--- src/rtl/ps2_keyboard_tx_if.sv ---
// Byte-stream handshake into the PS/2 keyboard transmitter.
interface ps2_keyboard_tx_if;
    logic [7:0] in_data;
    logic       in_valid;
    logic       in_ready;

    modport master (output in_data, output in_valid, input in_ready);
    modport slave  (input in_data, input in_valid, output in_ready);
endinterface

--- src/rtl/ps2_keyboard_tx.sv ---
// Device-side PS/2 keyboard emulator: buffers scan codes in a FIFO and
// serializes each as an 11-bit frame (start, 8 data LSB first, odd parity, stop).
module ps2_keyboard_tx #(
    parameter int unsigned CLK_DIV    = 8,
    parameter int unsigned GAP_CYCLES = 16,
    parameter int unsigned DEPTH      = 8
) (
    input  logic                     clk,
    input  logic                     rst,
    ps2_keyboard_tx_if.slave         in_if,
    output logic                     ps2_clk,
    output logic                     ps2_data,
    output logic                     busy,
    output logic [$clog2(DEPTH):0]   fifo_count
);

    localparam int unsigned AW   = $clog2(DEPTH);
    localparam int unsigned CMAX = (CLK_DIV > GAP_CYCLES) ? CLK_DIV : GAP_CYCLES;
    localparam int unsigned CW   = $clog2(CMAX + 1);
    localparam logic [AW:0]   FULL_CNT  = (AW + 1)'(DEPTH);
    localparam logic [CW-1:0] HALF_LAST = CW'(CLK_DIV - 1);
    localparam logic [CW-1:0] GAP_LAST  = CW'(GAP_CYCLES - 1);

    typedef enum logic [1:0] {IDLE, HIGH, LOW, GAP} state_t;

    logic [7:0]    mem [DEPTH];
    logic [AW-1:0] wr_ptr, rd_ptr;
    logic          push, pop;
    logic [7:0]    head;
    logic [10:0]   frame_new;

    state_t        state, state_n;
    logic [CW-1:0] cnt, cnt_n;
    logic [3:0]    bit_idx, bit_n;
    logic [9:0]    shift, shift_n;    // frame bits 1..10 still to be sent
    logic          clk_n, data_n;

    assign in_if.in_ready = (fifo_count != FULL_CNT);
    assign push      = in_if.in_valid & in_if.in_ready;
    assign busy      = (fifo_count != '0) || (state != IDLE);
    assign head      = mem[rd_ptr];
    assign frame_new = {1'b1, ~^head, head, 1'b0};

    // FIFO storage, pointers and occupancy; a pop frees a slot only next cycle
    always_ff @(posedge clk) begin
        if (rst) begin
            wr_ptr     <= '0;
            rd_ptr     <= '0;
            fifo_count <= '0;
        end else begin
            if (push) begin
                mem[wr_ptr] <= in_if.in_data;
                wr_ptr      <= wr_ptr + AW'(1);
            end
            if (pop) begin
                rd_ptr <= rd_ptr + AW'(1);
            end
            case ({push, pop})
                2'b10:   fifo_count <= fifo_count + (AW + 1)'(1);
                2'b01:   fifo_count <= fifo_count - (AW + 1)'(1);
                default: fifo_count <= fifo_count;
            endcase
        end
    end

    // Serializer state, counters and registered PS/2 lines
    always_ff @(posedge clk) begin
        if (rst) begin
            state    <= IDLE;
            cnt      <= '0;
            bit_idx  <= '0;
            shift    <= '1;
            ps2_clk  <= 1'b1;
            ps2_data <= 1'b1;
        end else begin
            state    <= state_n;
            cnt      <= cnt_n;
            bit_idx  <= bit_n;
            shift    <= shift_n;
            ps2_clk  <= clk_n;
            ps2_data <= data_n;
        end
    end

    // Next-state and next line values for the frame sequencer
    always_comb begin
        state_n = state;
        cnt_n   = cnt;
        bit_n   = bit_idx;
        shift_n = shift;
        clk_n   = ps2_clk;
        data_n  = ps2_data;
        pop     = 1'b0;
        case (state)
            IDLE: begin
                clk_n  = 1'b1;
                data_n = 1'b1;
                if (fifo_count != '0) begin
                    pop     = 1'b1;
                    shift_n = frame_new[10:1];
                    data_n  = frame_new[0];
                    bit_n   = '0;
                    cnt_n   = '0;
                    state_n = HIGH;
                end
            end
            HIGH: begin
                if (cnt == HALF_LAST) begin
                    cnt_n   = '0;
                    clk_n   = 1'b0;
                    state_n = LOW;
                end else begin
                    cnt_n = cnt + CW'(1);
                end
            end
            LOW: begin
                if (cnt == HALF_LAST) begin
                    cnt_n = '0;
                    clk_n = 1'b1;
                    if (bit_idx != 4'd10) begin
                        bit_n   = bit_idx + 4'd1;
                        data_n  = shift[0];
                        shift_n = {1'b1, shift[9:1]};
                        state_n = HIGH;
                    end else begin
                        data_n  = 1'b1;
                        state_n = GAP;
                    end
                end else begin
                    cnt_n = cnt + CW'(1);
                end
            end
            GAP: begin
                clk_n  = 1'b1;
                data_n = 1'b1;
                if (cnt == GAP_LAST) begin
                    cnt_n   = '0;
                    state_n = IDLE;
                end else begin
                    cnt_n = cnt + CW'(1);
                end
            end
            default: state_n = IDLE;
        endcase
    end

endmodule
--- src/flat_wrapper.sv ---
// flat-port wrapper written by rule: the top's interface ports become plain ports
module ps2_keyboard_tx_flat 
#(
    parameter int unsigned CLK_DIV    = 8,
    parameter int unsigned GAP_CYCLES = 16,
    parameter int unsigned DEPTH      = 8
)
  (clk, rst, ps2_clk, ps2_data, busy, fifo_count, in_if_in_data, in_if_in_valid, in_if_in_ready);
  ps2_keyboard_tx_if in_if_i ();
  input  logic clk;
  input  logic rst;
  output logic ps2_clk;
  output logic ps2_data;
  output logic busy;
  output logic [$clog2(DEPTH):0] fifo_count;
  input wire logic [$bits(in_if_i.in_data)-1:0] in_if_in_data;
  input wire logic [$bits(in_if_i.in_valid)-1:0] in_if_in_valid;
  output wire logic [$bits(in_if_i.in_ready)-1:0] in_if_in_ready;
  assign in_if_i.in_data = in_if_in_data;
  assign in_if_i.in_valid = in_if_in_valid;
  assign in_if_in_ready = in_if_i.in_ready;
  ps2_keyboard_tx #(.CLK_DIV(CLK_DIV), .GAP_CYCLES(GAP_CYCLES), .DEPTH(DEPTH)) u_core (.clk(clk), .rst(rst), .in_if(in_if_i), .ps2_clk(ps2_clk), .ps2_data(ps2_data), .busy(busy), .fifo_count(fifo_count));
endmodule
--- config.mk ---
export PLATFORM = sky130hd
export DESIGN_NAME = ps2_keyboard_tx_flat
export DESIGN_NICKNAME = d
export VERILOG_FILES = /design/src/rtl/ps2_keyboard_tx_if.sv /design/src/rtl/ps2_keyboard_tx.sv /design/src/flat_wrapper.sv
export SDC_FILE = /design/constraint.sdc
export NUM_CORES = 1
export LEC_CHECK = 0
export ABC_AREA = 1
export BUFFER_PORTS_ARGS = -buffer_cell sky130_fd_sc_hd__buf_2
export CORE_ASPECT_RATIO = 1.25
export CORE_MARGIN = 2
export CORE_UTILIZATION = 65
export DETAILED_ROUTE_END_ITERATION = 8
export PLACE_DENSITY_LB_ADDON = 0.1
export REMOVE_ABC_BUFFERS = 1
export SYNTH_ARGS = -nofsm -noshare
export SYNTH_HDL_FRONTEND = slang
export SYNTH_SLANG_ARGS = --single-unit
--- constraint.sdc ---
create_clock -name clk -period 3.3 [get_ports clk]
set_clock_uncertainty 0.2 [all_clocks]
set_input_delay 0.66 -clock clk [delete_from_list [all_inputs] [get_ports clk]]
set_output_delay 0.66 -clock clk [all_outputs]
set_load 0.01 [all_outputs]
* Word-level counts from Yosys, hierarchy flattened *
Memories as Yosys holds them, arrays and structs flattened. A register that Yosys moved wholly into a read port is not among the register bits.
Index checks and enable logic that the tools add are counted.

word-level totals
  RAM bits = 64
  input port bits = 11
  output and inout bits = 8
  memories kept = 1
  register bits after elaboration = 33
  word-level logic and storage cells = 78

memory list
  memory      words  bits a word  read ports  clocked after memory_dff  write ports  RTL line               RTL
  u_core.mem  8      8            1           1                         1            ps2_keyboard_tx.sv:26  logic [7:0] mem [DEPTH];

cells by class
  equality and inequality tests = 14
  reductions and logical operators = 14
  $add $sub $neg = 6
  mux-type cells = 33
  bitwise gates (word level) = 1

operator list
  cell                                            count
  2-to-1 mux 10 bit                               3
  one-hot mux 10 bit (2 select lines)             1
  one-hot mux 4 bit (2 select lines)              2
  2-to-1 mux 5 bit                                3
  one-hot mux 5 bit (3 select lines)              1
  2-to-1 mux 4 bit                                3
  2-to-1 mux 1 bit                                10
  2-to-1 mux 2 bit                                5
  != test 2 x 1 -> 1 bit (second input constant)  5
  adder 4 x 1 -> 4 bit (second input constant)    2
  != test 4 bit (second input constant)           2
  one-hot mux 2 bit (4 select lines)              1
  AND reduction 4 bit                             2
  XNOR reduction 8 bit                            1
  adder 3 x 1 -> 3 bit (second input constant)    2
  == test 2 bit (second input constant)           3
  2-to-1 mux 3 bit                                2
  one-hot mux 1 bit (3 select lines)              2
  nonzero test 2 bit                              3
  adder 5 x 1 -> 5 bit (second input constant)    1
  == test 5 x 3 -> 1 bit (second input constant)  1
  == test 5 x 4 -> 1 bit (second input constant)  1
  == test 2 x 1 -> 1 bit (second input constant)  2
  AND reduction 2 bit                             2
  7 further kinds                                 8

* Longest topological paths before layout *
Gate-level depths: netlist (run 1).

  depth in word-level cells = 5
  mapped depth = 17
  mapped depth without buffers = 15

* Worst setup path before layout (run 1) *
No wires, ideal clock.

  kind = register to register
  start point = register u_core.state[0]
  end point = register u_core.fifo_count[2]
  setup slack = 1.057 ns
  data required time = 2.985 ns
  data arrival time = 1.927 ns
  clock period less this slack = 2.243 ns
  stages on the path, launching flop included = 12
  path buffers = 0
  library setup time = 0.115 ns
  cell sequence = dfxtp_1 -> inv_1 -> ha_1 -> inv_1 -> nor2_2 -> ha_1 -> xor2_1 -> ha_1 -> a21oi_1 -> xor2_1 -> o21ai_0 -> inv_1

on the way
  longest elaborated chain between the ends = 4
  elaborated cells between the ends (all ways) = 6
  those cells by class = eq/ne (2); mux (2); reduce/logical (2)

RTL lines
  what                                                                             RTL line               RTL
  from (decl)                                                                      ps2_keyboard_tx.sv:32  state_t state, state_n;
  from (signal assigned)                                                           ps2_keyboard_tx.sv:76  state <= state_n;
  zero test 2 bit (*)                                                              ps2_keyboard_tx.sv:94  case (state)
  2-to-1 mux 1 bit (*)                                                             ps2_keyboard_tx.sv:94
  named net u_core.pop                                                             ps2_keyboard_tx.sv:28  logic push, pop;
  == test 2 x 1 -> 1 bit / == test 2 bit (equally long branches)                   ps2_keyboard_tx.sv:58  case ({push, pop})
  one-hot mux 4 bit (2 select lines) / nonzero test 2 bit (equally long branches)  n/a
  to (signal assigned)                                                             ps2_keyboard_tx.sv:59  2'b10: fifo_count <= fifo_count + (AW + 1)'(1);
  to (signal assigned)                                                             ps2_keyboard_tx.sv:60  2'b01: fifo_count <= fifo_count - (AW + 1)'(1);
  to (signal assigned)                                                             ps2_keyboard_tx.sv:61  default: fifo_count <= fifo_count;
  to (decl)                                                                        ps2_keyboard_tx.sv:14  output logic [$clog2(DEPTH):0] fifo_count

The timed path passes the listed nets; every way through them passes the cells marked *.
A chain may end at the register's enable or synchronous reset.

* Worst setup path in the final report (run 1) *
  start point = register u_core.state[0]
  end point = register u_core.fifo_count[3]

Same word-level chain as after synthesis.

==> qor.txt, run 1 <==
=======================================================================================
Hold Buf Count CTS .......................................................            0
Signed area change from the synthesized netlist to the final layout ......        6.89%
Top_reg_cell synth .......................................................     edfxtp_1
Multi-input logic area ...................................................     1730 um2
Classification of the worst-slack hold path ..............................   reg -> reg
Crit path max fanout .....................................................            9
Cts repair resizes .......................................................            0
Fraction of the core area covered by cells at the end of the flow ........        71.4%
Cell area power density ..................................................   788 nW/um2
Number of standard cells after synthesis .................................          571
First-pass GRT wire length ...............................................     15200 um
Run status ............................................................... complete, no violations
Clock tree buffer depth ..................................................            2
Number of violations reported at the end of detailed-routing iteration 0 .          137
Time the final worst path needs with I/O delays and setup ................      2460 ps
Fraction of layout cells with a size suffix above 1 ......................        10.1%
Met2 Usage GRT ...........................................................        41.9%
Sequential-to-total area share from yosys stat ...........................        53.7%
H-tree depth .............................................................            3
Maximum clock frequency ..................................................      407 MHz
Final period util ........................................................        74.4%
Crit path largest cell delay .............................................       350 ps
Final antenna diode count ................................................            0
Largest net degree at the start of global routing ........................           32
Crit path launch ......................................................... u_core.state[0]
Transition time of the tightest slew-check pin ...........................       812 ps
Die boundary height ......................................................       101 um
RePlAce Congestion .......................................................        0.815
Critical path capture point .............................................. u_core.fifo_count[3]
Number of global-route vias before repair ................................         3275
Clock tree from TritonCTS ................................................        built
Critical path class ......................................................   reg -> reg
Mean Syn Cell Area .......................................................     8.55 um2
Per-cell routed wire length ..............................................      13.5 um
Total leakage power ......................................................      2.42 nW
Number of buffers added by the clock tree synthesis step .................            9
IO Count .................................................................           19
Worst slew slack as a fraction of its limit ..............................        45.6%
Register-to-register setup slack .........................................       840 ps
Via-to-Cell Ratio ........................................................         5.26
Nature of the critical path startpoint ...................................         flop
GRT Max-Usage Layer ......................................................         met2
Met1 track demand over resource in global routing ........................        31.2%
Cell Rows ................................................................           35
Final number of setup-violating endpoints ................................            0
Total GRT Usage ..........................................................        24.5%
Remaining routing DRC violations .........................................            0
Port Buffer Count ........................................................           18
Max stage delay cell, worst path .........................................      dfxtp_1
IR Drop Worst-Case VDD ...................................................     0.508 mV
Antenna Violating Nets Remaining .........................................            0
Crit Reg-Reg Startpoint .................................................. u_core.state[0]
Die width ................................................................      81.5 um
Number of flops mapped to enable cells by yosys ..........................           64
Number of synthesized register bits ......................................           99
Number of buffers and inverters on the critical path .....................            2
Cell family with most CP delay ...........................................  adder cells
Post-CTS setup buffers ...................................................            0
Kind of end point of the critical path ...................................         flop
Clock latency on the worst-skew pair .....................................       360 ps
Overall power consumption ................................................      4.11 mW
Worst R2R Path Depth .....................................................           11
Num Clock Sinks ..........................................................           99
Critical path depth in cells .............................................           11
Number of warnings issued by yosys .......................................            0
Total negative slack for setup checks ....................................         0 ps
Number of inserted filler cells in the final layout ......................          574
Worst flop-to-flop path endpoint ......................................... u_core.fifo_count[3]
Number of slew-limit violations in the final report ......................            0
Worst path required time .................................................      3350 ps
Cells traversed along the worst timing path .............................. inv_1 -> ha_1 -> inv_1 -> nor2_2 -> ha_1 -> xor2_1 -> nand3b_1 -> a21oi_1 -> o21ai_0 -> o21ai_0 -> a21oi_1
Final Routed Wirelength ..................................................      9260 um
Critical hold path startpoint ............................................ u_core.rd_ptr[2]
Number of hold violations in the final report ............................            0
Storage cell area ........................................................     2620 um2
Library cells used by synthesis ..........................................           36
Core area ................................................................     7310 um2
Number of antenna violations at the first check in global routing ........            0
Area enclosed by the die boundary ........................................     8220 um2
Number of nets at the end of the flow ....................................          616
Drt pass-1 iters .........................................................            5
Synth Cell Area ..........................................................     4880 um2
Clock root buffer ........................................................     clkbuf_8
Placed wire-length estimate after detailed placement .....................      6690 um
Initial core utilization .................................................        66.8%
Global Route met3 Usage ..................................................        4.12%
Clock-pin slew on the worst setup and hold paths .........................       100 ps
RSZ-0062 raised after global routing .....................................        false
Total gr overflow ........................................................            0
Vias .....................................................................         3615
CP Data Arrival Time .....................................................      2510 ps
Share of synthesized flip-flops with an asynchronous set or reset ........           0%
Max_cap viols ............................................................            0
=======================================================================================
[layout by cell type, fill, tap and decap left out, types with 2 or more instances in the layout]
| cell | count |
|---|---|
| a211oi_1 | 2 |
| edfxtp_1 | 64 |
| clkinv_4 | 2 |
| inv_4 | 2 |
| nand4_1 | 2 |
| nand3_1 | 52 |
| o211ai_1 | 4 |
| a21oi_1 | 23 |
| o211ai_2 | 2 |
| inv_1 | 94 |
| clkbuf_8 | 10 |
| nor2_2 | 2 |
| buf_4 | 8 |
| o21ai_1 | 11 |
| nor2_1 | 25 |
| nand2_1 | 173 |
| nand2_2 | 2 |
| nor3b_1 | 2 |
| o21ai_0 | 18 |
| ha_1 | 15 |
| buf_2 | 18 |
| inv_2 | 3 |
| inv_8 | 2 |
| dfxtp_1 | 35 |
| nor3_1 | 7 |
| xor2_1 | 4 |
| o21ai_2 | 3 |
[synthesized netlist by cell type, types with 2 or more instances]
library cell / count / area, um2
a211oi_1: 2 / 15.0
a21oi_1: 23 / 115
buf_1: 2 / 7.51
buf_2: 4 / 20.0
buf_4: 5 / 37.5
buf_6: 5 / 56.3
dfxtp_1: 35 / 701
edfxtp_1: 64 / 1920
ha_1: 15 / 188
inv_1: 94 / 353
inv_2: 3 / 11.3
inv_4: 2 / 12.5
nand2_1: 173 / 649
nand2_2: 2 / 12.5
nand3_1: 52 / 260
nand4_1: 2 / 12.5
nor2_1: 25 / 93.8
nor2_2: 2 / 12.5
nor3_1: 7 / 35.0
nor3b_1: 2 / 15.0
o211ai_1: 4 / 30.0
o211ai_2: 2 / 25.0
o21ai_0: 18 / 90.1
o21ai_1: 11 / 55.1
o21ai_2: 3 / 26.3
xor2_1: 4 / 35.0
[metrics by stage]
| step | instance area (um2) | setup WS [ps] | std cells | hold slack [ps] |
|---|---|---|---|---|
| global route | 5220 | 590 | 687 | 290 |
| global placement | 5000 | 844 | 671 | 250 |
| CTS | 5220 | 842 | 687 | 270 |
| floorplan | 4740 | 1010 | 553 | 233 |
| finish | 5220 | 843 | 687 | 270 |
| detailed placement | 5000 | 839 | 671 | 254 |
[state kept, by name, indices dropped and copies added (netlist names), named ones only]
signal	count
u_core.mem	64
u_core.wr_ptr	3
u_core.ps2_data	1
u_core.state	2
u_core.cnt	5
u_core.ps2_clk	1
u_core.fifo_count	4
u_core.shift	9
u_core.rd_ptr	3
u_core.bit_idx	4
[report_power, final]
group	total [mW]	switching (mW)	internal, mW
Sequential	1.59	0.128	1.46
Combinational	1.71	1.13	0.580
Clock	0.815	0.428	0.387
Total	4.11	1.68	2.43
[tightest hold or removal path, cell delays in order (launching register included)]
cell and delay, ps:
dfxtp_1 320, inv_1 50, a21oi_1 60
[cell families after synthesis]
| kind of cell | synth area share [%] |
|---|---|
| AOI/OAI and AO/OA | 7.51 |
| xor gates and xnor gates | 0.897 |
| adders and majority gates | 3.84 |
| buffers and inverters | 10.8 |
| DFF | 53.7 |
| and+or+nand+nor | 23.3 |
[final cells by class]
type | instances | area share, %
clock buffer | 10 | 2.64
clock inverter | 6 | 1.51
inverter | 100 | 7.29
multi-input combinational | 354 | 33.2
sequential | 99 | 50.3
tap | 92 | 2.21
timing repair buffer | 26 | 2.88
[how the worst min path moves through the flow]
stage / endpoint / cells after the start
detailed placement: u_core.shift[0] / 2
global route: u_core.cnt[3] / 2
floorplan: flop / 2
CTS: u_core.cnt[3] / 2
finish: u_core.rd_ptr[2] / 2
global placement: u_core.ps2_clk / 2
[per-layer routing]
metal | up-vias | wire length, um
met3 | 17 | 448
met5 | - | 0
met2 | 101 | 4670
met4 | 0 | 193
li1 | 1861 | -
met1 | 1636 | 3950
No activity file was read; power rests on OpenSTA's default activity.
==> inputs of run 2 (changes only) <==
--- a/config.mk
+++ b/config.mk
@@ -5,11 +5,11 @@
 export SDC_FILE = /design/constraint.sdc
 export NUM_CORES = 1
 export LEC_CHECK = 0
-export ABC_AREA = 1
+export ABC_AREA = 0
 export BUFFER_PORTS_ARGS = -buffer_cell sky130_fd_sc_hd__buf_2
 export CORE_ASPECT_RATIO = 1.25
 export CORE_MARGIN = 2
-export CORE_UTILIZATION = 65
+export CORE_UTILIZATION = 55
 export DETAILED_ROUTE_END_ITERATION = 8
 export PLACE_DENSITY_LB_ADDON = 0.1
 export REMOVE_ABC_BUFFERS = 1
==> constraint.sdc (replaced) <==
create_clock -name clk -period 2.2 [get_ports clk]
set_clock_uncertainty 0.2 [all_clocks]
set_input_delay 0.44 -clock clk [delete_from_list [all_inputs] [get_ports clk]]
set_output_delay 0.44 -clock clk [all_outputs]
set_load 0.01 [all_outputs]
==> qor.txt, run 2 <==
=======================================================================================
Final number of setup-violating endpoints ................................            5
Share of synthesized area spent on multiplexers ..........................        12.0%
Crit path largest cell delay .............................................       380 ps
Number of slew-limit violations in the final report ......................            0
Number of hold violations in the final report ............................            0
Fraction of layout cells with a size suffix above 1 ......................        35.9%
Die boundary height ......................................................       103 um
Clock tree buffer depth ..................................................            2
H-tree depth .............................................................            3
Num Clock Sinks ..........................................................           99
Number of synthesized register bits ......................................           99
Per-cell routed wire length ..............................................      17.3 um
Storage cell area ........................................................     2630 um2
First-pass GRT wire length ...............................................     12800 um
Vias .....................................................................         2671
Maximum clock frequency ..................................................      434 MHz
Violations in the final reports .......................................... setup timing
Setup slack after layout .................................................      -103 ps
Dominant combinational cell family by area after synthesis ............... multiplexers
Register ranked first by flip-flop count .................................   u_core.mem
Synth Cell Area ..........................................................     4300 um2
Library cells used by synthesis ..........................................           44
Synth top cells by count ................................................. edfxtp_1, nor2_1, dfxtp_1, a21oi_1, ha_1
Die width ................................................................      83.1 um
Cell Rows ................................................................           36
Initial core utilization .................................................        55.8%
Flip-flop count of the largest register, all copies and words added ......           64
Clock latency on the worst-skew pair .....................................       360 ps
Adder and majority cell fraction of the synthesized area .................        4.37%
Sequential-to-total area share from yosys stat ...........................        61.0%
Share of synthesized flip-flops with an asynchronous set or reset ........           0%
Number of buffers and inverters on the critical path .....................            2
Cell family with most CP delay ........................................... simple AND/OR/NAND/NOR gates
Post-synth top area share ................................................        44.7%
Top_reg_cell synth .......................................................     edfxtp_1
Clock tree from TritonCTS ................................................        built
Remaining routing DRC violations .........................................            0
Number of violations reported at the end of detailed-routing iteration 0 .          111
Leading cell types in the layout, fill and taps excluded ................. edfxtp_1, buf_4, nor2_1, dfxtp_1, a21oi_1
Total gr overflow ........................................................            0
Clock-pin slew on the worst setup and hold paths .........................        90 ps
Total negative slack for setup checks ....................................      -191 ps
Minimum hold slack .......................................................       134 ps
Nature of the critical path startpoint ...................................         flop
Largest net degree at the start of global routing ........................           36
Core area ................................................................     7700 um2
Mean Syn Cell Area .......................................................     13.8 um2
IO Count .................................................................           19
Worst path required time .................................................      2250 ps
Crit path max fanout .....................................................            8
RSZ-0062 raised after global routing .....................................         true
Most common cell after layout, fill and taps aside .......................     edfxtp_1
Final antenna diode count ................................................            0
Number of flops mapped to enable cells by yosys ..........................           64
Number of nets at the end of the flow ....................................          400
RePlAce Congestion .......................................................        0.777
Run status ............................................................... complete, but fails checks
Number of inserted filler cells in the final layout ......................          536
Max_cap viols ............................................................            0
IR Drop Worst-Case VDD ...................................................      1.19 mV
Drt pass-1 iters .........................................................            4
Classification of the worst-slack hold path ..............................    in -> reg
Antenna Violating Nets Remaining .........................................            0
Port Buffer Count ........................................................           18
Placed wire-length estimate after detailed placement .....................      5010 um
Number of global-route vias before repair ................................         2579
Kind of end point of the critical path ...................................         flop
Number of buffers added by the clock tree synthesis step .................            9
Area enclosed by the die boundary ........................................     8540 um2
Complex-gate fraction of the synthesized area ............................        6.69%
Transition time of the tightest slew-check pin ...........................       576 ps
Hold Buf Count CTS .......................................................            0
Cell area power density ..................................................  1280 nW/um2
CP Data Arrival Time .....................................................      2350 ps
Final Routed Wirelength ..................................................      8220 um
Critical path class ......................................................   reg -> reg
Multi-input logic area ...................................................     1750 um2
Overall power consumption ................................................      6.73 mW
Total leakage power ......................................................      1.89 nW
Library cell with the highest instance count after synthesis .............     edfxtp_1
Number of warnings issued by yosys .......................................            0
Biggest regs ............................................................. u_core.mem: 64 flops, u_core.shift: 9 flops, u_core.cnt: 5 flops
Xor-xnor portion of the synthesized cell area ............................        3.64%
Clock root buffer ........................................................     clkbuf_8
Time the final worst path needs with I/O delays and setup ................      2300 ps
Top cells by area, synth ................................................. edfxtp_1, dfxtp_1, mux4_1
Max stage delay cell, worst path .........................................      dfxtp_2
Cell type with the highest aggregate area in the netlist .................     edfxtp_1
Cells traversed along the worst timing path .............................. buf_8 -> nor3_2 -> nand2_1 -> nand2_2 -> buf_4 -> ha_4 -> nor4bb_4 -> a21oi_1 -> o21a_1 -> nor2_2 -> xnor2_1 -> nor2_1
Final period util ........................................................         105%
Signed area change from the synthesized netlist to the final layout ......        22.7%
Number of antenna violations at the first check in global routing ........            0
Number of standard cells after synthesis .................................          312
Worst slew slack as a fraction of its limit ..............................        61.6%
Simple logic cell fraction of the synthesized area .......................        9.49%
Via-to-Cell Ratio ........................................................         5.64
Total GRT Usage ..........................................................        19.9%
=======================================================================================
==> run 2: cell types whose count changed in the layout (fill, tap and decap cells not counted), sizes merged, moves of 6 or more <==
| cell | before | now |
|---|---|---|
| o21ai | 32 | 5 |
| inv | 102 | 9 |
| buf | 26 | 65 |
| nand3 | 53 | 6 |
| nand2 | 175 | 13 |
| o211ai | 6 | 0 |
| a211o | 0 | 9 |
| xnor2 | 1 | 10 |
| mux4 | 0 | 16 |
| nor2 | 27 | 42 |
| mux2i | 0 | 11 |
==> run 2: metal layers <==
layer / global-route usage (%) / vias to the layer above / share of wire, %
met5: 0 / - / 0
met4: 8.32 / 0 / 2.2
met3: 3.84 / 15 / 2.7
met2: 36.3 / 40 / 52
met1: 23.2 / 1341 / 43
li1: - / 1275 / -
==> run 2: layout make-up <==
class                   count  share of cell area (%)
clock inverters             6                    1.23
clock buffers              10                    2.42
multi-input cells         190                    33.1
flip-flops and latches     99                    49.9
well taps                  95                    2.25
inverters                   8                   0.664
repair buffers             66                    10.4
==> run 2: final timing paths <==
kind | from | to | slack [ps] | cells after the start
max | u_core.fifo_count[1] | u_core.fifo_count[3] | -100 | 12
min | in_if_in_data[3] | u_core.mem[4][3] | 130 | 1
max reg2reg | u_core.fifo_count[1] | u_core.fifo_count[3] | -100 | 12
min reg2reg | u_core.shift[4] | u_core.shift[4] | 280 | 1
==> run 2: what timing repair did <==
action,4_1_cts,5_1_grt
resized for setup,38,33
setup buffers,3,4
pin swaps,14,7
cloned,1,1
endpoints found under the hold margin,0,0
endpoints found under the setup margin,8,21
==> run 2: cells by family (layout without fill, tap and decap cells) <==
| family | count (synthesis) | in the layout |
|---|---|---|
| AND/OR/NAND/NOR | 86 | 86 |
| adder cells (fa/ha/maj) | 15 | 15 |
| flip-flops | 99 | 99 |
| buffers and inverters | 23 | 90 |
| multiplexers | 27 | 27 |
| XOR/XNOR | 17 | 17 |
| AO/OA/AOI/OAI | 45 | 45 |
==> run 2: stage by stage <==
step	instances	setup WS [ps]	utilization (%)	instance area, um2
finish	474	-103	68.5	5280
global route	474	-187	68.5	5280
CTS	469	-69.5	66.4	5110
detailed placement	450	-171	61.8	4760
global placement	450	-136	61.8	4760
floorplan	297	-427	-	4210
==> run 2: report_power, final <==
group          switching [mW]  internal (mW)  total, mW  leakage [nW]
combinational            1.50           1.74       3.25         0.928
clock                   0.625          0.529       1.15        0.0983
sequential              0.146           2.19       2.33         0.867
total                    2.28           4.46       6.73          1.89
==> inputs of run 3 (changes only) <==
--- a/config.mk
+++ b/config.mk
@@ -5,11 +5,11 @@
 export SDC_FILE = /design/constraint.sdc
 export NUM_CORES = 1
 export LEC_CHECK = 0
-export ABC_AREA = 0
+export ABC_AREA = 1
 export BUFFER_PORTS_ARGS = -buffer_cell sky130_fd_sc_hd__buf_2
 export CORE_ASPECT_RATIO = 1.25
 export CORE_MARGIN = 2
-export CORE_UTILIZATION = 55
+export CORE_UTILIZATION = 56
 export DETAILED_ROUTE_END_ITERATION = 8
 export PLACE_DENSITY_LB_ADDON = 0.1
 export REMOVE_ABC_BUFFERS = 1
==> qor.txt, run 3 (synthesis results as in run 1) <==
=======================================================================================
Num Clock Sinks ..........................................................           99
Hold Buf Count CTS .......................................................            0
Total GRT Usage ..........................................................        22.5%
Crit path largest cell delay .............................................       380 ps
Placed wire-length estimate after detailed placement .....................      6870 um
Core area ................................................................     8560 um2
Number of buffers and inverters on the critical path .....................            3
Post-CTS setup buffers ...................................................            0
Kind of end point of the critical path ...................................         flop
Overall power consumption ................................................      6.41 mW
Fraction of the core area covered by cells at the end of the flow ........        62.9%
Number of slew-limit violations in the final report ......................            0
Run status ............................................................... complete, no violations
RSZ-0062 raised after global routing .....................................        false
Cell family with most CP delay ...........................................  adder cells
Time the final worst path needs with I/O delays and setup ................      2080 ps
Leading cell types in the layout, fill and taps excluded ................. nand2_1, inv_1, edfxtp_1, nand3_1, dfxtp_1
Nature of the critical path startpoint ...................................         flop
Die width ................................................................      87.5 um
Final Routed Wirelength ..................................................      9870 um
Largest net degree at the start of global routing ........................           32
Most common cell after layout, fill and taps aside .......................      nand2_1
Worst path required time .................................................      2270 ps
Remaining routing DRC violations .........................................            0
Total leakage power ......................................................      2.49 nW
Max stage delay cell, worst path .........................................      dfxtp_1
Final period util ........................................................        94.6%
Flip-flop count of the largest register, all copies and words added ......           64
IO Count .................................................................           19
Clock latency on the worst-skew pair .....................................       370 ps
Port Buffer Count ........................................................           18
Die boundary height ......................................................       108 um
Final antenna diode count ................................................            0
RePlAce Congestion .......................................................        0.839
Placed insts .............................................................          694
Post-layout instance count excluding filler cells ........................          709
Drt pass-1 iters .........................................................            4
Number of hold violations in the final report ............................            0
Transition time of the tightest slew-check pin ...........................       492 ps
Worst slew slack as a fraction of its limit ..............................        66.9%
Max_cap viols ............................................................            0
Instance area at placement ...............................................     5120 um2
First-pass GRT wire length ...............................................     16200 um
Classification of the worst-slack hold path ..............................    in -> reg
Cell area power density ..................................................  1190 nW/um2
Maximum clock frequency ..................................................      480 MHz
Number of buffers added by the clock tree synthesis step .................            9
Cell Rows ................................................................           38
CP Data Arrival Time .....................................................      2150 ps
Clock root buffer ........................................................     clkbuf_8
Antenna Violating Nets Remaining .........................................            0
Initial core utilization .................................................        57.0%
Total gr overflow ........................................................            0
Most common cell type on the critical path ...............................        inv_1
Number of nets at the end of the flow ....................................          631
Area enclosed by the die boundary ........................................     9490 um2
Multi-input logic area ...................................................     1780 um2
Number of global-route vias before repair ................................         3451
Crit path max fanout .....................................................            4
Number of inserted filler cells in the final layout ......................          752
Critical path class ......................................................   reg -> reg
Number of antenna violations at the first check in global routing ........            0
Storage cell area ........................................................     2630 um2
Fraction of layout cells with a size suffix above 1 ......................        13.3%
Clock tree buffer depth ..................................................            2
Signed area change from the synthesized netlist to the final layout ......        10.3%
Vias .....................................................................         3673
Clock-pin slew on the worst setup and hold paths .........................        90 ps
Final number of setup-violating endpoints ................................            0
Via-to-Cell Ratio ........................................................         5.18
Per-cell routed wire length ..............................................      13.9 um
Number of violations reported at the end of detailed-routing iteration 0 .          186
Register ranked first by flip-flop count .................................   u_core.mem
Cells traversed along the worst timing path .............................. inv_1 -> ha_2 -> inv_1 -> nor2_4 -> ha_4 -> xor2_4 -> ha_1 -> a21oi_1 -> xor2_1 -> o21ai_1 -> inv_1
Biggest regs ............................................................. u_core.mem: 64 flops, u_core.shift: 9 flops, u_core.cnt: 5 flops
H-tree depth .............................................................            3
Minimum hold slack .......................................................       125 ps
Final std cell area, no fill .............................................     5380 um2
Clock tree from TritonCTS ................................................        built
IR Drop Worst-Case VDD ...................................................     0.584 mV
=======================================================================================
## run 3: cell types whose count changed in the layout (fill, tap and decap cells not counted), moves of 9 or more
cell / delta
nand2_1: +161
inv_1: +87
nand3_1: +46
buf_4: -15
mux4_2: -15
o21ai_1: +14
nor2_1: -11
o21ai_0: +10
a211o_1: -9
## run 3: final timing paths
path / start / to / slack [ps] / cells past startpoint
max: u_core.state[1] / u_core.fifo_count[2] / 120 / 11
min reg2reg: u_core.cnt[0] / u_core.cnt[0] / 260 / 1
min: rst / u_core.fifo_count[0] / 130 / 2
max reg2reg: u_core.state[1] / u_core.fifo_count[2] / 120 / 11
## run 3: report_power, final
part           switching (mW)  internal, mW
clock                   0.598         0.633
sequential              0.138          2.19
combinational            1.83          1.02
## run 3: what timing repair did
action                                  in CTS  in global routing
resized for setup                            3                 13
endpoints found under the setup margin       2                  6
pin swaps                                    0                  1
gates cloned                                 0                  0
## run 3: layout make-up
type / count / share of cell area [%]
Tap cell: 100 / 2.32
Timing Repair Buffer: 41 / 4.95
Clock buffer: 10 / 2.37
Clock inverter: 5 / 1.46
Multi-Input combinational cell: 354 / 33.0
Inverter: 100 / 7.11
Sequential cell: 99 / 48.8
## run 3: per-stage QoR
| step | TNS (ps) | setup slack [ps] |
|---|---|---|
| after floorplan | -1040 | -90.3 |
| after global placement | 0 | 95.3 |
| after detailed placement | -133 | -77.1 |
| after CTS | 0 | 4.53 |
| after global routing | 0 | 4.93 |
| final | 0 | 118 |
## run 3: routing by layer
metal / vias to the layer above / global-route usage [%] / wire length, um
met5: - / 0 / 0
met4: 0 / 10.3 / 267
met3: 20 / 3.36 / 322
met2: 56 / 40.0 / 5150
met1: 1704 / 26.5 / 4120
li1: 1893 / - / -
## run 3: worst register-to-register path, delay by kind of cell (launching register included)
| kind | cells | cell delay (ps) |
|---|---|---|
| adder cells (fa/ha/maj) | 3 | 560 |
| AO/OA/AOI/OAI | 2 | 290 |
| AND/OR/NAND/NOR | 1 | 60 |
| buffers and inverters | 3 | 240 |
| XOR/XNOR | 2 | 240 |
| flip-flops | 1 | 380 |
